## src/rtl/dpwm_pkg.sv

```systemverilog
// Shared widths, FSM encoding and saturation helper for the buck loop.
// Soft-start clamp is enabled in pid_compensator by PID_SOFT_START_EN.
package dpwm_pkg;

  localparam int ADC_W_DEF  = 8;
  localparam int DUTY_W_DEF = 9;

  localparam logic [2:0] S_IDLE = 3'd0;
  localparam logic [2:0] S_MA   = 3'd1;
  localparam logic [2:0] S_MB   = 3'd2;
  localparam logic [2:0] S_MC   = 3'd3;
  localparam logic [2:0] S_SAT  = 3'd4;

  function automatic logic signed [63:0] sat_range(
    input logic signed [63:0] x,
    input logic signed [63:0] lo,
    input logic signed [63:0] hi
  );
    if (x < lo) return lo;
    if (x > hi) return hi;
    return x;
  endfunction

endpackage

```

## src/rtl/pid_mac.sv

```systemverilog
// Registered signed multiply-accumulate shared by the three PID taps.
// The FSM state selects which coefficient/error pair is accumulated.
module pid_mac
  import dpwm_pkg::*;
#(
  parameter int ERR_W  = 9,
  parameter int COEF_W = 12,
  parameter int ACC_W  = 29,
  parameter int KA     = 384,
  parameter int KB     = -640,
  parameter int KC     = 272
) (
  input  logic                    clk,
  input  logic                    rst,
  input  logic                    load,
  input  logic [2:0]              sel,
  input  logic signed [ACC_W-1:0] load_val,
  input  logic signed [ERR_W-1:0] e0,
  input  logic signed [ERR_W-1:0] e1,
  input  logic signed [ERR_W-1:0] e2,
  output logic signed [ACC_W-1:0] acc
);

  localparam int PROD_W = ERR_W + COEF_W;

  localparam logic signed [COEF_W-1:0] KA_C = COEF_W'(KA);
  localparam logic signed [COEF_W-1:0] KB_C = COEF_W'(KB);
  localparam logic signed [COEF_W-1:0] KC_C = COEF_W'(KC);

  logic signed [COEF_W-1:0] coef;
  logic signed [ERR_W-1:0]  op;
  logic                     mac_en;
  logic signed [PROD_W-1:0] prod;

  always_comb begin
    coef   = '0;
    op     = '0;
    mac_en = 1'b0;
    unique case (1'b1)
      sel == S_MA: begin
        coef   = KA_C;
        op     = e0;
        mac_en = 1'b1;
      end
      sel == S_MB: begin
        coef   = KB_C;
        op     = e1;
        mac_en = 1'b1;
      end
      sel == S_MC: begin
        coef   = KC_C;
        op     = e2;
        mac_en = 1'b1;
      end
      default: ;
    endcase
  end

  assign prod = PROD_W'(coef) * PROD_W'(op);

  always_ff @(posedge clk) begin
    if (rst) begin
      acc <= '0;
    end else if (load) begin
      acc <= load_val;
    end else if (mac_en) begin
      acc <= acc + ACC_W'(prod);
    end
  end

endmodule

```

## src/rtl/pid_compensator.sv

```systemverilog
// Incremental 3-tap PID feeding the dither DPWM duty input.
// Define PID_SOFT_START_EN to ramp the duty ceiling by SS_STEP per update.
module pid_compensator
  import dpwm_pkg::*;
#(
  parameter int ADC_W     = ADC_W_DEF,
  parameter int DUTY_W    = DUTY_W_DEF,
  parameter int COEF_W    = 12,
  parameter int COEF_FRAC = 8,
  parameter int KA        = 384,
  parameter int KB        = -640,
  parameter int KC        = 272,
  parameter int DUTY_MAX  = 511,
  parameter int SS_STEP   = 4
) (
  input  logic              clk,
  input  logic              rst,
  input  logic [ADC_W-1:0]  adc_data,
  input  logic              adc_valid,
  input  logic [ADC_W-1:0]  vref,
  output logic [DUTY_W-1:0] duty,
  output logic              duty_valid,
  output logic              busy,
  output logic              overrun
);

  localparam int ERR_W = ADC_W + 1;
  localparam int U_W   = DUTY_W + COEF_FRAC;
  localparam int ACC_W = DUTY_W + COEF_FRAC + ADC_W + 4;

  logic [2:0]              state;
  logic signed [ERR_W-1:0] e0;
  logic signed [ERR_W-1:0] e1;
  logic signed [ERR_W-1:0] e2;
  logic signed [ERR_W-1:0] e_new;
  logic [U_W-1:0]          u;
  logic [U_W-1:0]          u_sat;
  logic signed [ACC_W-1:0] acc;
  logic signed [ACC_W-1:0] u_ext;
  logic [DUTY_W-1:0]       ub;
  logic signed [63:0]      hi;
  logic                    take;

  assign take  = (state == S_IDLE) && adc_valid;
  assign busy  = (state != S_IDLE);
  assign e_new = $signed({1'b0, vref}) - $signed({1'b0, adc_data});
  assign u_ext = ACC_W'($signed({1'b0, u}));

`ifdef PID_SOFT_START_EN
  logic [DUTY_W-1:0] lim;
  logic [DUTY_W-1:0] lim_nxt;
  logic [DUTY_W:0]   lim_inc;

  assign lim_inc = {1'b0, lim} + (DUTY_W+1)'(SS_STEP);
  assign lim_nxt = (lim_inc > (DUTY_W+1)'(DUTY_MAX))
                 ? DUTY_W'(DUTY_MAX) : lim_inc[DUTY_W-1:0];
  // Ceiling for this update is the value before the increment.
  assign ub = lim;

  always_ff @(posedge clk) begin
    if (rst) begin
      lim <= '0;
    end else if (state == S_SAT) begin
      lim <= lim_nxt;
    end
  end
`else
  assign ub = DUTY_W'(DUTY_MAX);
`endif

  assign hi    = 64'(ub) << COEF_FRAC;
  assign u_sat = U_W'(sat_range(64'(acc), 64'sd0, hi));

  pid_mac #(
    .ERR_W  (ERR_W),
    .COEF_W (COEF_W),
    .ACC_W  (ACC_W),
    .KA     (KA),
    .KB     (KB),
    .KC     (KC)
  ) u_mac (
    .clk      (clk),
    .rst      (rst),
    .load     (take),
    .sel      (state),
    .load_val (u_ext),
    .e0       (e0),
    .e1       (e1),
    .e2       (e2),
    .acc      (acc)
  );

  always_ff @(posedge clk) begin
    if (rst) begin
      state      <= S_IDLE;
      e0         <= '0;
      e1         <= '0;
      e2         <= '0;
      u          <= '0;
      duty       <= '0;
      duty_valid <= 1'b0;
      overrun    <= 1'b0;
    end else begin
      duty_valid <= 1'b0;
      overrun    <= adc_valid && (state != S_IDLE);
      unique case (1'b1)
        state == S_IDLE: begin
          if (adc_valid) begin
            e0    <= e_new;
            state <= S_MA;
          end
        end
        state == S_MA: state <= S_MB;
        state == S_MB: state <= S_MC;
        state == S_MC: state <= S_SAT;
        state == S_SAT: begin
          // Clamped value is fed back so the integrator cannot wind up.
          u          <= u_sat;
          duty       <= u_sat[U_W-1:COEF_FRAC];
          duty_valid <= 1'b1;
          e2         <= e1;
          e1         <= e0;
          state      <= S_IDLE;
        end
        default: state <= S_IDLE;
      endcase
    end
  end

endmodule

```

## config.mk

```make
export PLATFORM = sky130hd
export DESIGN_NAME = pid_compensator
export DESIGN_NICKNAME = d
export VERILOG_FILES = /design/src/rtl/dpwm_pkg.sv /design/src/rtl/pid_mac.sv /design/src/rtl/pid_compensator.sv
export SDC_FILE = /design/constraint.sdc
export NUM_CORES = 1
export LEC_CHECK = 0
export ABC_AREA = 1
export ABC_CLOCK_PERIOD_IN_PS = 5900
export BUFFER_PORTS_ARGS = -buffer_cell sky130_fd_sc_hd__clkbuf_2
export CAP_MARGIN = 20
export CORE_MARGIN = 4
export CORE_UTILIZATION = 64
export CTS_CLUSTER_SIZE = 16
export DETAILED_ROUTE_END_ITERATION = 16
export PLACE_DENSITY = 0.82
export SLEW_MARGIN = 20
export SYNTH_ARGS = -nofsm -noshare
export SYNTH_HDL_FRONTEND = slang
export SYNTH_SLANG_ARGS = --single-unit
```

## constraint.sdc

```tcl
create_clock -name clk -period 5.9 [get_ports clk]
set_input_delay 1.18 -clock clk [delete_from_list [all_inputs] [get_ports clk]]
set_output_delay 1.18 -clock clk [all_outputs]
set_load 0.005 [all_outputs]
```

Yosys cells after proc, flatten, opt, wreduce, memory -nomap -nowiden
Cells that the tools add are included.
{ "op_classes": {"add_sub_neg": 2, "multipliers": 1, "div_mod_pow": 0, "order_cmp": 2, "eq_ne": 5, "shift": 0, "mux": 15, "bitwise_logic": 0, "reduce_logical": 8} }
{ "ops": {"columns": ["op", "n"], "rows": [
  ["two-way mux 17 bit", 6],
  ["one-hot mux 12 bit (3 select lines)", 1],
  ["adder 29 x 21 -> 29 bit", 1],
  ["greater-than comparator 29 x 18 -> 1 bit (second input constant)", 1],
  ["less-than comparator 29 x 1 -> 1 bit (second input constant)", 1],
  ["one-hot mux 9 bit (3 select lines)", 1],
  ["multiplier 12 x 9 -> 21 bit", 1],
  ["one-hot mux 3 bit (4 select lines)", 1],
  ["subtractor 8 x 8 -> 9 bit", 1],
  ["equality test 3 x 2 -> 1 bit (second input constant)", 2],
  ["two-way mux 1 bit", 5],
  ["equality test 3 x 1 -> 1 bit (second input constant)", 1],
  ["equality test 3 bit (second input constant)", 1],
  ["zero test 3 bit", 1],
  ["two-way mux 3 bit", 1],
  ["nonzero test 3 bit", 1],
  ["OR reduction 3 bit", 1],
  ["logical AND 1 bit", 2],
  ["!= test 2 bit (second input constant)", 1],
  ["AND reduction 2 bit", 1],
  ["nonzero test 2 bit", 1],
  ["OR reduction 2 bit", 1]
]} }
{ "totals": {"regBits": 87, "latch_bits": 0, "ramBits": 0, "romBits": 0, "input_bits": 19, "out_inout_bits": 12, "wordCells": 43, "mem_count": 0} }

Logic depth before layout (Yosys ltp)
Gate-level depths: netlist of run 1.
{ "logic_depth": {"word_depth": 6, "ltp_mapped": 30, "ltp_nobuf": 30} }

Modules after synthesis
A second synthesis of run 1 with hierarchy kept.
{ "unflattened": {"hier_cells": 1173, "hier_area_um2": 8154.1} }
{ "by_module_without_submodules": {"columns": ["mod", "instances", "cells_each", "area_per_inst_um2", "seq_area_each_um2"], "rows": [
  ["pid_mac", 1, 827, 5684.2, 580.6],
  ["pid_compensator", 1, 346, 2469.9, 980.9]
]} }

Least setup slack after synthesis of run 1
No wires, ideal clock.
{ "synth_timing": {"path_kind": "register to register", "from": "register state[1]", "to": "register u_mac.acc[26]", "setup_time_ns": 0.109, "t_arrival_ns": 5.309, "required_time_ns": 5.791, "setup_slack_ns": 0.483, "stages_incl_launch_ff": 24, "n_path_buf": 0, "period_less_slack_ns": 5.417, "cell_sequence": "dfxtp_1 -> inv_1 -> nor2_2 -> nand2_1 -> inv_1 -> fa_1 -> inv_1 -> fa_1 -> fa_1 -> inv_1 -> fa_1 -> inv_1 -> fa_1 -> inv_1 -> ha_1 -> nand2_1 -> nor2_1 -> nand2_1 -> nor2_1 -> nand2_1 -> nand4_1 -> nand3_1 -> nand2_1 -> inv_1"} }
{ "synth_via": {"elab_chain_cells": 4, "elab_cells_between_ends": 12, "classes_between": "add/sub (1); mul (1); eq/ne (3); mux (3); reduce/logical (4)"} }
{ "synth_rtl": {"columns": ["element", "line_no", "rtl"], "rows": [
  ["start, declared", "pid_compensator.sv:31", "logic [2:0] state;"],
  ["start signal, assigned", "pid_compensator.sv:95", "state <= S_IDLE;"],
  ["start signal, assigned", "pid_compensator.sv:110", "state <= S_MA;"],
  ["start signal, assigned", "pid_compensator.sv:113", "state == S_MA: state <= S_MB;"],
  ["equality test 3 x 2 -> 1 bit (tied with other cells)", "pid_mac.sv:50", "sel == S_MC: begin"],
  ["one-hot mux 9 bit (3 select lines) / one-hot mux 12 bit (3 select lines) (equally long branches)", "pid_mac.sv:39", "unique case (1'b1)"],
  ["multiplier 12 x 9 -> 21 bit", "pid_mac.sv:59", "assign prod = PROD_W'(coef) * PROD_W'(op);"],
  ["adder 29 x 21 -> 29 bit", "pid_mac.sv:67", "acc <= acc + ACC_W'(prod);"],
  ["end signal, assigned", "pid_mac.sv:65", "acc <= load_val;"],
  ["end signal, assigned", "pid_mac.sv:67", null],
  ["end, declared", "pid_mac.sv:21", "output logic signed [ACC_W-1:0] acc"]
]} }
Parallel ways exist; a longest one is shown, timed or not.
A chain may end at the register's enable or synchronous reset.

Final worst setup path of run 1
{ "layout_timing": {"from": "register state[0]", "to": "register u_mac.acc[16]"} }
{ "layout_via": {"elab_chain_cells": 6, "elab_cells_between_ends": 14, "classes_between": "add/sub (1); mul (1); eq/ne (3); mux (5); reduce/logical (4)"} }
{ "layout_rtl": {"columns": ["element", "line_no", "rtl"], "rows": [
  ["equality test 3 x 2 -> 1 bit (tied with other cells)", "pid_mac.sv:50", null],
  ["one-hot mux 9 bit (3 select lines) / one-hot mux 12 bit (3 select lines) (equally long branches)", "pid_mac.sv:39", null],
  ["multiplier 12 x 9 -> 21 bit", "pid_mac.sv:59", null],
  ["adder 29 x 21 -> 29 bit", "pid_mac.sv:67", null],
  ["two-way mux 17 bit", "pid_mac.sv:66", "end else if (mac_en) begin"],
  ["two-way mux 17 bit", "pid_mac.sv:64", "end else if (load) begin"]
]} }
Parallel ways exist; a longest one is shown, timed or not. The select of a mux whose other input is x is not followed.

==> results_tabular.tex, run 1 <==
\begin{tabular}{lr}
\hline
Metric & Value \\
\hline
\multicolumn{2}{l}{\textbf{Synth}} \\
\quad Prevailing post-synth register cell & dfxtp\_1 \\
\quad Avg Cell Area, Syn & 7.065 um\^{}2 \\
\quad Cells taking the most area after synthesis & dfxtp\_1 20\%, fa\_1 18\%, inv\_1 13\% \\
\quad Instance count of the mapped netlist & 1114 \\
\quad Share of the synthesized area in the top cell type & 19.84\% \\
\quad Synthesized net count & 1284 \\
\quad Cell type with the highest aggregate area in the netlist & dfxtp\_1 \\
\quad Seq cells post-synth & 78 \\
\quad Synth warn & 0 \\
\quad Share of synthesized area occupied by flip-flops and latches & 19.84\% \\
\quad Most frequent cell after synthesis & inv\_1 \\
\quad Post-synthesis instance area & 0.007870 mm\^{}2 \\
\quad Leading post-synthesis cells by instance count & 278 x inv\_1, 272 x nand2\_1, 81 x ha\_1 \\
\quad Count of different cell masters after synthesis & 44 \\
\quad Number of enable flip-flop cells after synthesis & 0 \\
\quad Share of flip-flops with an asynchronous set or reset & 0\% \\
\multicolumn{2}{l}{\textbf{Clocking}} \\
\quad Insertion delay of the later-clocked pin in the worst-skew pair & 350 ps \\
\quad Register clock-pin slew on the reported worst setup and hold paths & 70 ps \\
\quad Clock tree buffer depth & 2 \\
\quad Sinks on Clock Net & 78 \\
\quad Clock tree from TritonCTS & yes \\
\quad CTS Hold Buffers Added & 0 \\
\quad Inserted Clock Buffers & 9 \\
\quad H-tree Lvls & 3 \\
\quad Clock root cell & clkbuf\_16 \\
\multicolumn{2}{l}{\textbf{STA}} \\
\quad Minimum setup slack in the final design & 227.7 ps \\
\quad Worst clock skew & 10.78 ps \\
\quad Hold violation count in the final report & 0 \\
\quad Minimum clock period after layout & 5672 ps \\
\quad Unrepaired setup endpoints after global routing & yes \\
\quad Actual transition at the worst max-transition pin & 826.5 ps \\
\quad Max-Slew Margin vs Limit & 44.90\% \\
\quad Setup-failing EPs final & 0 \\
\quad F\_max & 0.1763 GHz \\
\quad Portion of the clock cycle consumed by the worst path in the final layout & 96.14\% \\
\quad Sum Neg Setup Slack & 0 ps \\
\quad Final-report max-slew violation count & 0 \\
\multicolumn{2}{l}{\textbf{Route}} \\
\quad Detailed Route Iter0 Violations & 588 \\
\quad Final routed wire length divided by cell count & 14.27 um \\
\quad Total number of vias & 6857 \\
\quad Remaining antenna violation count after routing & 0 \\
\quad Number of DRC violations after detailed routing & 0 \\
\quad Via count normalized by instance count & 5.320 \\
\quad Number of optimization iterations in the first detailed-route pass & 6 \\
\quad Routed Wire Length & 18.39 mm \\
\multicolumn{2}{l}{\textbf{Setup path}} \\
\quad Worst setup path category & reg -> reg \\
\quad Worst Reg-to-Reg Cells & 23 \\
\quad R2R setup slack & 230 ps \\
\quad RR Startpoint & state[0] \\
\quad Type of origin of the critical path & flip-flop \\
\quad Critical path arrival & 5880 ps \\
\quad Critical R2R Capture & u\_mac.acc[16] \\
\quad Worst setup EP type & flip-flop \\
\quad Peak fanout along the critical path & 6 \\
\quad Data required time of the critical path & 6100 ps \\
\multicolumn{2}{l}{\textbf{Placed design}} \\
\quad IO Port Bufs & 30 \\
\quad HPWL after detailed placement & 14.39 mm \\
\quad Placed standard-cell area & 0.008068 mm\^{}2 \\
\quad Global placement routability congestion & 0.9281 \\
\quad Placed Cells incl. Taps & 1270 \\
\quad DP Worst Slack & 140.8 ps \\
\multicolumn{2}{l}{\textbf{Floorplan}} \\
\quad Die width & 118.9 um \\
\quad Number of placed I/O pins & 31 \\
\quad Number of rows in the core area & 40 \\
\quad Core region area & 0.01201 mm\^{}2 \\
\quad Starting Density & 65.52\% \\
\quad Overall die height & 118.9 um \\
\quad Total die area & 0.01413 mm\^{}2 \\
\multicolumn{2}{l}{\textbf{GRT}} \\
\quad Pin count of the biggest net entering global routing & 38 \\
\quad Number of global-route vias before repair & 6534 \\
\quad First-pass GRT wire length & 30.37 mm \\
\quad Grt ovf & 0 \\
\quad GRT Total Usage & 26.46\% \\
\quad Number of antenna violations at the first check in global routing & 0 \\
\multicolumn{2}{l}{\textbf{Run}} \\
\quad Max-cap violation count & 0 \\
\multicolumn{2}{l}{\textbf{Outcome}} \\
\quad Outcome & complete, no violations \\
\multicolumn{2}{l}{\textbf{Worst hold path}} \\
\quad Start point of the worst hold path & u[3] \\
\quad Cells on Worst Hold Path & 2 \\
\quad Type of the worst min-delay path & reg -> reg \\
\quad Capture endpoint of the worst hold path & u[3] \\
\multicolumn{2}{l}{\textbf{Layout}} \\
\quad Final cell count without fillers & 1289 \\
\quad Number of nets in the layout & 1308 \\
\quad Area growth from synthesis to layout & 8.347\% \\
\quad Final standard cell utilization of the core & 70.99\% \\
\quad Post-route standard cell area excluding fillers & 0.008527 mm\^{}2 \\
\quad Ant diodes & 0 \\
\quad Ratio of cells with drive above 1 in the final layout & 9.282\% \\
\multicolumn{2}{l}{\textbf{Power and ir drop}} \\
\quad VDD IR max & 0.1625 mV \\
\quad Leakage power & 4.825 nW \\
\quad Power density relative to cell area & 188.7 mW/mm\^{}2 \\
\hline
\end{tabular}
-- routing by layer --
layer,part of all wire (%),vias up,GRT usage [%]
li1,-,3421,-
met1,46,3183,36.52
met2,46,209,42.70
met3,6.6,44,5.413
met4,2.0,0,6.807
met5,0,-,0
-- final cells by class --
cell class | instances | area, um^2
clock buffers | 10 | 239.0
clock inverters | 5 | 107.6
fillers | 970 | 3485
inverters | 287 | 1084
multi-input cells | 722 | 5125
flip-flops and latches | 78 | 1563
well taps | 147 | 183.9
repair buffers | 40 | 225.2
-- flip-flops by register name, summed over array words and instances, names as in the netlist --
name / cells
u: 8
e0: 9
overrun: 1
duty: 9
state: 3
u_mac.acc: 29
e1: 9
duty_valid: 1
e2: 9
-- cells by family (layout without fill, tap and decap cells) --
kind of cell | count (synthesis) | after routing | share of synthesized area (%)
AO/OA/AOI/OAI | 111 | 111 | 7.774
XOR/XNOR | 6 | 6 | 0.6677
adder cells (fa/ha/maj) | 151 | 151 | 30.68
buffers and inverters | 314 | 342 | 16.03
flip-flops | 78 | 78 | 19.84
other | 1 | 1 | 0.04765
AND/OR/NAND/NOR | 453 | 453 | 24.96
-- timing repair --
action | CTS | global route
gates resized for setup | 0 | 26
setup buffers | 0 | 4
setup endpoints to repair | 0 | 13
-- stage by stage --
step | power, mW | hold slack, ps
floorplan | 0.8570 | 429.7
global placement | 0.9357 | 440.8
detailed placement | 0.9452 | 454.0
CTS | 1.601 | 464.6
global route | 1.685 | 477.9
finish | 1.609 | 463.7
-- cells in the final DEF (no fill, tap or decap), types with 3 or more instances in the layout --
cell type / count
or2_2: 3
a21oi_2: 3
nand2_2: 4
fa_1: 66
o21ai_0: 34
nand3_1: 57
bufinv_16: 3
clkbuf_16: 9
nor3_2: 3
clkbuf_2: 30
xor2_1: 6
nand2_1: 271
inv_1: 273
a21oi_1: 48
fa_2: 4
nor2_1: 73
nor2_2: 7
dfxtp_1: 77
ha_1: 78
a22o_1: 4
nand3b_1: 3
nand4_1: 16
buf_4: 10
inv_2: 10
a31oi_1: 11
nor3_1: 5
-- power breakdown --
group          switching (mW)  internal, mW
Combinational           0.243         0.130
Sequential             0.0233         0.550
Clock                   0.238         0.424
-- worst max path at each step --
stage                   from       endpoint  cells past startpoint
global placement    state[2]  u_mac.acc[26]                     25
detailed placement  state[2]  u_mac.acc[26]                     25
floorplan           state[1]  u_mac.acc[26]                     23
CTS                 state[2]  u_mac.acc[26]                     25
global route        state[2]  u_mac.acc[23]                     25
finish              state[0]  u_mac.acc[16]                     23
-- critical path, cell delays in order, from the launching register on --
cell and delay [ps]:
dfxtp_1 350, inv_2 70, nor3_2 440, inv_1 130
nor2_1 220, nor2_1 100, fa_1 480, fa_1 550
inv_1 50, fa_1 500, fa_1 540, inv_1 60
fa_1 540, inv_1 50, ha_1 340, nand2_1 170
inv_1 80, nand2_1 90, nand2_1 90, inv_1 60
nand3_1 110, or2_2 290, nand3_1 120, a21oi_1 90
Power figures use the tool's default switching activity.
==> run 2, diff against run 1 <==
--- a/config.mk
+++ b/config.mk
@@ -6,7 +6,7 @@
 export NUM_CORES = 1
 export LEC_CHECK = 0
 export ABC_AREA = 1
-export ABC_CLOCK_PERIOD_IN_PS = 5900
+export ABC_CLOCK_PERIOD_IN_PS = 6100
 export BUFFER_PORTS_ARGS = -buffer_cell sky130_fd_sc_hd__clkbuf_2
 export CAP_MARGIN = 20
 export CORE_MARGIN = 4
@@ -14,6 +14,7 @@
 export CTS_CLUSTER_SIZE = 16
 export DETAILED_ROUTE_END_ITERATION = 16
 export PLACE_DENSITY = 0.82
+export SETUP_SLACK_MARGIN = 0.4
 export SLEW_MARGIN = 20
 export SYNTH_ARGS = -nofsm -noshare
 export SYNTH_HDL_FRONTEND = slang
==> constraint.sdc (replaced) <==
create_clock -name clk -period 6.1 [get_ports clk]
set_input_delay 1.22 -clock clk [delete_from_list [all_inputs] [get_ports clk]]
set_output_delay 1.22 -clock clk [all_outputs]
set_load 0.005 [all_outputs]
==> run 2 against run 1 <==
Effect of this change:
- critical path depth up 4
- non-clock buffer count unchanged
- worst hold slack better by 1.9 ps
- fmax up 2.3%
- combinational power up 2%
- sequential share of layout area down 0.054 points
- first-iteration DRC count up 14%
- via count down 0.85%
- sequential power down 3%
==> results_tabular.tex, run 2 (synthesis gave the netlist of run 1 again) <==
\begin{tabular}{lr}
\hline
Metric & Value \\
\hline
\multicolumn{2}{l}{\textbf{Placed design}} \\
\quad Global placement routability congestion & 0.9694 (+4.4\%) \\
\quad IO Port Bufs & 30 (unchanged) \\
\quad HPWL after detailed placement & 14.23 mm (-1.0\%) \\
\quad Placed standard-cell area & 0.008053 mm\^{}2 (-0.19\%) \\
\quad DP Worst Slack & 171.7 ps (+30.95 ps) \\
\multicolumn{2}{l}{\textbf{Power and ir drop}} \\
\quad Leakage power & 4.791 nW (-0.70\%) \\
\quad Power density relative to cell area & 168.1 mW/mm\^{}2 (-11\%) \\
\quad VDD IR max & 0.1569 mV (-3.5\%) \\
\multicolumn{2}{l}{\textbf{Clocking}} \\
\quad H-tree Lvls & 3 (unchanged) \\
\quad Clock tree buffer depth & 2 (unchanged) \\
\quad Sinks on Clock Net & 78 (unchanged) \\
\quad Insertion delay of the later-clocked pin in the worst-skew pair & 350 ps (about the same) \\
\quad Register clock-pin slew on the reported worst setup and hold paths & 60 ps (about the same) \\
\quad Clock tree from TritonCTS & yes \\
\quad CTS Hold Buffers Added & 0 (unchanged) \\
\quad Inserted Clock Buffers & 9 (unchanged) \\
\quad Clock root cell & clkbuf\_16 \\
\multicolumn{2}{l}{\textbf{Floorplan}} \\
\quad Starting Density & 65.52\% (unchanged) \\
\quad Total die area & 0.01413 mm\^{}2 (unchanged) \\
\quad Number of rows in the core area & 40 (unchanged) \\
\quad Core region area & 0.01201 mm\^{}2 (unchanged) \\
\quad Number of placed I/O pins & 31 (unchanged) \\
\quad Die width & 118.9 um (unchanged) \\
\quad Overall die height & 118.9 um (unchanged) \\
\multicolumn{2}{l}{\textbf{Route}} \\
\quad Via count normalized by instance count & 5.279 (-0.77\%) \\
\quad Number of optimization iterations in the first detailed-route pass & 6 (unchanged) \\
\quad Detailed Route Iter0 Violations & 670 (+14\%) \\
\quad Total number of vias & 6799 (-0.85\%) \\
\quad Routed Wire Length & 18.45 mm (+0.35\%) \\
\quad Number of DRC violations after detailed routing & 0 (unchanged) \\
\quad Remaining antenna violation count after routing & 0 (unchanged) \\
\quad Final routed wire length divided by cell count & 14.33 um (+0.43\%) \\
\multicolumn{2}{l}{\textbf{Run}} \\
\quad Max-cap violation count & 0 (unchanged) \\
\multicolumn{2}{l}{\textbf{Setup path}} \\
\quad Peak fanout along the critical path & 7 (+1) \\
\quad CP dominant cell by count & nand2\_1 \\
\quad Type of origin of the critical path & flip-flop \\
\quad Kind of cell with the highest combined delay on the critical path & adder cells \\
\quad Worst setup path category & reg -> reg \\
\quad Data required time of the critical path & 6350 ps (+250 ps) \\
\quad Buf/Inv on CP & 10 (+3) \\
\quad Critical path arrival & 5790 ps (-90 ps) \\
\quad Master of the slowest instance on the critical path & fa\_2 \\
\quad Worst setup EP type & flip-flop \\
\quad Highest cell delay on the worst timing path & 630 ps (+80 ps) \\
\multicolumn{2}{l}{\textbf{Layout}} \\
\quad Post-route standard cell area excluding fillers & 0.008579 mm\^{}2 (+0.62\%) \\
\quad Flip-flop count of the largest register, all copies and words added & 29 (unchanged) \\
\quad Most common cell after layout, fill and taps aside & inv\_1 \\
\quad Area growth from synthesis to layout & 9.014\% \\
\quad Number of nets in the layout & 1308 (unchanged) \\
\quad Ratio of cells with drive above 1 in the final layout & 11.57\% (+2.3 points) \\
\quad Register bank with the most flops & u\_mac.acc \\
\quad Ant diodes & 0 (unchanged) \\
\quad Commonest cells after routing, fill and taps aside & 271 x inv\_1, 263 x nand2\_1, 75 x dfxtp\_1 \\
\multicolumn{2}{l}{\textbf{STA}} \\
\quad Hold violation count in the final report & 0 (unchanged) \\
\quad Max-Slew Margin vs Limit & 45.35\% (+0.45 points) \\
\quad Minimum setup slack in the final design & 556.0 ps (+328.3 ps) \\
\quad Final-report max-slew violation count & 0 (unchanged) \\
\quad F\_max & 0.1804 GHz (+2.3\%) \\
\quad Setup-failing EPs final & 0 (unchanged) \\
\quad Unrepaired setup endpoints after global routing & no \\
\quad Sum Neg Setup Slack & 0 ps (unchanged) \\
\quad Minimum clock period after layout & 5544 ps (-128.3 ps) \\
\quad Portion of the clock cycle consumed by the worst path in the final layout & 90.89\% (-5.3 points) \\
\quad Actual transition at the worst max-transition pin & 819.7 ps (-6.800 ps) \\
\quad Worst clock skew & 5.638 ps (-5.139 ps) \\
\quad Worst slack on hold paths & 465.6 ps (+1.909 ps) \\
\multicolumn{2}{l}{\textbf{GRT}} \\
\quad First-pass GRT wire length & 29.75 mm (-2.0\%) \\
\quad Pin count of the biggest net entering global routing & 38 (unchanged) \\
\quad Number of antenna violations at the first check in global routing & 0 (unchanged) \\
\quad Grt ovf & 0 (unchanged) \\
\quad GRT Total Usage & 26.14\% (-0.32 points) \\
\quad Number of global-route vias before repair & 6310 (-3.4\%) \\
\multicolumn{2}{l}{\textbf{Outcome}} \\
\quad Outcome & complete, no violations \\
\multicolumn{2}{l}{\textbf{Worst hold path}} \\
\quad Type of the worst min-delay path & reg -> reg \\
\hline
\end{tabular}
## run 2: cell count changes in the layout (fill, tap and decap cells not counted), moves of 3 or more
cell / delta
bufinv_16: -3
ha_1: -6
ha_4: +4
nand2_1: -8
nand2_2: +8
nor2_1: -6
nor2_4: +4
## run 2: final cells by class
type / count / area, um^2
clock inverters: 4 / 25.02
inverters: 287 / 1086
multi-input cells: 722 / 5240
clock buffers: 10 / 239.0
fillers: 958 / 3432
repair buffers: 40 / 237.7
flip-flops and latches: 78 / 1568
well taps: 147 / 183.9
## run 2: worst paths after layout
check | from | end | slack (ps) | cells past startpoint
worst min-delay path | u[6] | u[6] | 470 | 2
worst min register to register | u[6] | u[6] | 470 | 2
worst max register to register | state[2] | u_mac.acc[26] | 560 | 27
worst max-delay path | state[2] | u_mac.acc[26] | 560 | 27
## run 2: timing repair
item                       4_1_cts  5_1_grt
buffers inserted                 1        5
pin swaps                        1       13
setup endpoints to repair        9       17
cloned                           0        0
gates resized for setup          5       60
## run 2: worst min-delay path, stage by stage (launching register included)
cell and delay, ps:
dfxtp_1 310, nand2_1 60, a21oi_1 50
## run 2: metal layers
metal | wire, um | track usage, % | up-vias
met3 | 1134 | 5.461 | 23
met1 | 8457 | 37.11 | 3167
li1 | - | - | 3421
met5 | 0 | 0 | -
met2 | 8559 | 40.92 | 188
met4 | 302 | 6.734 | 0
## run 2: stage by stage
stage	utilization [%]	instances	power, mW
after global placement	67.04	1268	0.9057
after floorplan	-	1114	0.8289
final	71.43	1288	1.442
after detailed placement	67.04	1268	0.9145
after CTS	69.52	1283	1.417
after global routing	71.43	1288	1.516
## run 2: where the power goes
part / internal, mW / switching (mW) / leakage [nW] / total (mW)
logic: 0.134 / 0.245 / 4.03 / 0.379
clock network: 0.281 / 0.227 / 0.126 / 0.508
registers: 0.532 / 0.0232 / 0.634 / 0.555
total: 0.946 / 0.495 / 4.79 / 1.44
==> run 3, diff against run 2 <==
--- a/config.mk
+++ b/config.mk
@@ -18,4 +18,5 @@
 export SLEW_MARGIN = 20
 export SYNTH_ARGS = -nofsm -noshare
 export SYNTH_HDL_FRONTEND = slang
+export SYNTH_HIERARCHICAL = 1
 export SYNTH_SLANG_ARGS = --single-unit
==> run 3 against run 2 <==
Effect of this change:
- setup slack improved by 84 ps
- worst hold slack hardly changed
- synthesized area is 3.6% higher
- largest power group is now the clock network
==> results_tabular.tex, run 3 <==
\begin{tabular}{lr}
\hline
Metric & Value \\
\hline
\multicolumn{2}{l}{\textbf{Outcome}} \\
\quad Outcome & complete, no violations \\
\multicolumn{2}{l}{\textbf{Layout}} \\
\quad Commonest cells after routing, fill and taps aside & 284 x nand2\_1, 277 x inv\_1, 77 x nor2\_1 \\
\quad Most common cell after layout, fill and taps aside & nand2\_1 \\
\quad Fillers & 955 (-0.31\%) \\
\quad Register bank with the most flops & u\_mac/acc \\
\quad Ant diodes & 0 (unchanged) \\
\quad Flip-flop count of the largest register, all copies and words added & 29 (unchanged) \\
\quad Area growth from synthesis to layout & 11.52\% \\
\quad Number of nets in the layout & 1385 (+5.9\%) \\
\quad Reg area & 0.001567 mm\^{}2 (about the same) \\
\quad Final cell count without fillers & 1388 (+7.8\%) \\
\quad Ratio of cells with drive above 1 in the final layout & 12.79\% (+1.2 points) \\
\quad Area used by multi-input combinational logic & 0.005543 mm\^{}2 (+5.8\%) \\
\multicolumn{2}{l}{\textbf{Clocking}} \\
\quad Clock tree buffer depth & 2 (unchanged) \\
\quad Insertion delay of the later-clocked pin in the worst-skew pair & 350 ps (about the same) \\
\quad CTS Hold Buffers Added & 0 (unchanged) \\
\quad Register clock-pin slew on the reported worst setup and hold paths & 60 ps (about the same) \\
\quad Clock tree from TritonCTS & yes \\
\quad Clock root cell & clkbuf\_16 \\
\quad Inserted Clock Buffers & 9 (unchanged) \\
\quad H-tree Lvls & 3 (unchanged) \\
\quad Sinks on Clock Net & 78 (unchanged) \\
\multicolumn{2}{l}{\textbf{GRT}} \\
\quad First-pass GRT wire length & 32.31 mm (+8.6\%) \\
\quad Layer with the highest usage after global routing & met2 \\
\quad Global routing usage on met2 & 48.18\% (+7.3 points) \\
\quad Met1 Track Usage GR & 33.85\% (-3.3 points) \\
\quad Grt ovf & 0 (unchanged) \\
\quad Number of global-route vias before repair & 7058 (+12\%) \\
\quad Number of antenna violations at the first check in global routing & 0 (unchanged) \\
\quad GRT Total Usage & 27.64\% (+1.5 points) \\
\quad Pin count of the biggest net entering global routing & 51 (+34\%) \\
\quad Met3 Use GR & 3.683\% (-1.8 points) \\
\multicolumn{2}{l}{\textbf{Setup path}} \\
\quad Worst setup EP type & flip-flop \\
\quad RR Startpoint & state[1] \\
\quad Type of origin of the critical path & flip-flop \\
\quad R2R setup slack & 640 ps (+80 ps) \\
\quad Worst setup path category & reg -> reg \\
\quad Peak fanout along the critical path & 5 (-2) \\
\quad CP dominant cell by count & inv\_1 \\
\quad Master of the slowest instance on the critical path & fa\_2 \\
\quad Data required time of the critical path & 6380 ps (+30 ps) \\
\quad Highest cell delay on the worst timing path & 590 ps (-40 ps) \\
\quad Critical path arrival & 5740 ps (-50 ps) \\
\quad Critical R2R Capture & u\_mac/acc[18] \\
\quad Worst Reg-to-Reg Cells & 28 (+3.7\%) \\
\multicolumn{2}{l}{\textbf{STA}} \\
\quad Worst clock skew & 13.41 ps (+7.770 ps) \\
\quad Portion of the clock cycle consumed by the worst path in the final layout & 89.51\% (-1.4 points) \\
\quad Actual transition at the worst max-transition pin & 1072 ps (+252.7 ps) \\
\quad Unrepaired setup endpoints after global routing & no \\
\quad Minimum clock period after layout & 5460 ps (-83.87 ps) \\
\quad Hold violation count in the final report & 0 (unchanged) \\
\quad Final-report max-slew violation count & 0 (unchanged) \\
\quad Sum Neg Setup Slack & 0 ps (unchanged) \\
\quad Setup-failing EPs final & 0 (unchanged) \\
\quad Max-Slew Margin vs Limit & 28.43\% (-17 points) \\
\quad F\_max & 0.1831 GHz (+1.5\%) \\
\multicolumn{2}{l}{\textbf{Synth}} \\
\quad Share of flip-flops with an asynchronous set or reset & 0\% (unchanged) \\
\quad Leading post-synthesis cells by instance count & 293 x nand2\_1, 283 x inv\_1, 95 x nor2\_1 \\
\quad Avg Cell Area, Syn & 6.951 um\^{}2 (-1.6\%) \\
\quad Instance count of the mapped netlist & 1173 (+5.3\%) \\
\quad Count of different cell masters after synthesis & 45 (+2.3\%) \\
\quad Share of synthesized area occupied by flip-flops and latches & 19.15\% (-0.69 points) \\
\quad Prevailing post-synth register cell & dfxtp\_1 \\
\quad Cells taking the most area after synthesis & dfxtp\_1 19\%, fa\_1 17\%, nand2\_1 13\% \\
\quad Cell type with the highest aggregate area in the netlist & dfxtp\_1 \\
\quad Share of the synthesized area in the top cell type & 19.15\% (-0.69 points) \\
\quad Post-synthesis instance area & 0.008154 mm\^{}2 (+3.6\%) \\
\quad Number of enable flip-flop cells after synthesis & 0 (unchanged) \\
\quad Most frequent cell after synthesis & nand2\_1 \\
\quad Seq cells post-synth & 78 (unchanged) \\
\quad Synth warn & 6 (+6) \\
\multicolumn{2}{l}{\textbf{Route}} \\
\quad Final routed wire length divided by cell count & 14.26 um (-0.49\%) \\
\quad Number of optimization iterations in the first detailed-route pass & 5 (-1) \\
\quad Routed Wire Length & 19.79 mm (+7.2\%) \\
\quad Remaining antenna violation count after routing & 0 (unchanged) \\
\quad Detailed Route Iter0 Violations & 458 (-32\%) \\
\quad Total number of vias & 7209 (+6.0\%) \\
\quad Via count normalized by instance count & 5.194 (-1.6\%) \\
\quad Number of DRC violations after detailed routing & 0 (unchanged) \\
\multicolumn{2}{l}{\textbf{Floorplan}} \\
\quad Overall die height & 120.9 um (+1.7\%) \\
\quad Number of rows in the core area & 40 (unchanged) \\
\quad Starting Density & 66.50\% (+0.98 points) \\
\quad Die width & 120.9 um (+1.7\%) \\
\quad Core region area & 0.01226 mm\^{}2 (+2.1\%) \\
\quad Number of placed I/O pins & 31 (unchanged) \\
\quad Total die area & 0.01461 mm\^{}2 (+3.4\%) \\
\multicolumn{2}{l}{\textbf{Worst hold path}} \\
\quad Start point of the worst hold path & u[2] \\
\quad Type of the worst min-delay path & reg -> reg \\
\quad Capture endpoint of the worst hold path & u[2] \\
\quad Cells on Worst Hold Path & 2 (unchanged) \\
\multicolumn{2}{l}{\textbf{Power and ir drop}} \\
\quad Leakage power & 4.918 nW (+2.6\%) \\
\quad Power density relative to cell area & 187.6 mW/mm\^{}2 (+12\%) \\
\quad VDD IR max & 0.1956 mV (+25\%) \\
\multicolumn{2}{l}{\textbf{Placed design}} \\
\quad HPWL after detailed placement & 14.89 mm (+4.6\%) \\
\quad IO Port Bufs & 30 (unchanged) \\
\quad Placed Cells incl. Taps & 1361 (+7.3\%) \\
\quad Global placement routability congestion & 1.012 (+4.4\%) \\
\multicolumn{2}{l}{\textbf{Run}} \\
\quad Max-cap violation count & 0 (unchanged) \\
\hline
\end{tabular}
## run 3: changes by cell type after synthesis, sizes merged, moves of 5 or more
| cell | previous run | this run |
|---|---|---|
| a22o | 4 | 11 |
| clkbuf | 5 | 11 |
| clkinv | 2 | 12 |
| inv | 285 | 291 |
| nand2 | 276 | 296 |
| nand4 | 17 | 8 |
| nor2 | 83 | 102 |
| nor3 | 10 | 5 |
| o21ai | 34 | 28 |
## run 3: worst max-delay path: cells and delay by family, from the launching register on
family,cells,cell delay (ps)
compound gates,1,180
simple gates,10,940
flops,1,360
buf+inv,11,870
fa+ha+maj,6,3030
## run 3: worst max-delay path by stage
stage	slack (ps)	to	from
after CTS	410	u_mac/acc[20]	state[1]
after global routing	360	u_mac/acc[28]	state[1]
after detailed placement	210	u_mac/acc[26]	state[1]
after global placement	270	u_mac/acc[26]	state[1]
final	640	u_mac/acc[18]	state[1]
after floorplan	460	u_mac/acc[28]	state[1]
## run 3: report_power, final
part	leakage (nW)	switching [mW]	internal [mW]
sequential	0.635	0.0405	0.542
clock	0.151	0.238	0.362
combinational	4.13	0.332	0.191
## run 3: timing repair
| item | in CTS | in global routing |
|---|---|---|
| setup endpoints to repair | 11 | 17 |
| setup buffers | 2 | 9 |
| pin swaps | 1 | 14 |
| resized for setup | 8 | 65 |
## run 3: layer usage
metal	part of all wire [%]	vias to the layer above	routed length (um)
met5	0	-	0
met4	4.0	0	796
met3	4.2	43	835
met2	50	180	9868
met1	42	3376	8288
li1	-	3610	-
## run 3: layout make-up
| type | count | area share [%] |
|---|---|---|
| multi-input combinational | 773 | 60.95 |
| tap | 168 | 2.312 |
| clock buffer | 10 | 2.518 |
| timing repair buffer | 50 | 3.343 |
| sequential | 78 | 17.23 |
| clock inverter | 6 | 1.046 |
| inverter | 303 | 12.60 |
## run 3: logic make-up (layout without fill, tap and decap cells)
logic type / count (synthesis) / in the layout / synth area share, %
XOR/XNOR: 11 / 11 / 1.181
flip-flops: 78 / 78 / 19.15
buffers and inverters: 333 / 369 / 16.34
other: 2 / 13 / 0.09210
AND/OR/NAND/NOR: 481 / 481 / 25.04
AO/OA/AOI/OAI: 117 / 117 / 8.578
adder cells (fa/ha/maj): 151 / 151 / 29.61
## run 3: stage by stage
step                hold WS [ps]  cell area [um^2]  setup WS, ps  power, mW  util (%)
floorplan                  444.2              8195         459.0     0.9581         -
finish                     466.1              9094         639.9      1.706     74.16
global route               486.5              9094         357.2      1.804     74.16
global placement           451.0              8433         274.5      1.058     68.78
detailed placement         455.1              8433         209.7      1.070     68.78
CTS                        465.2              8793         406.2      1.673     71.71
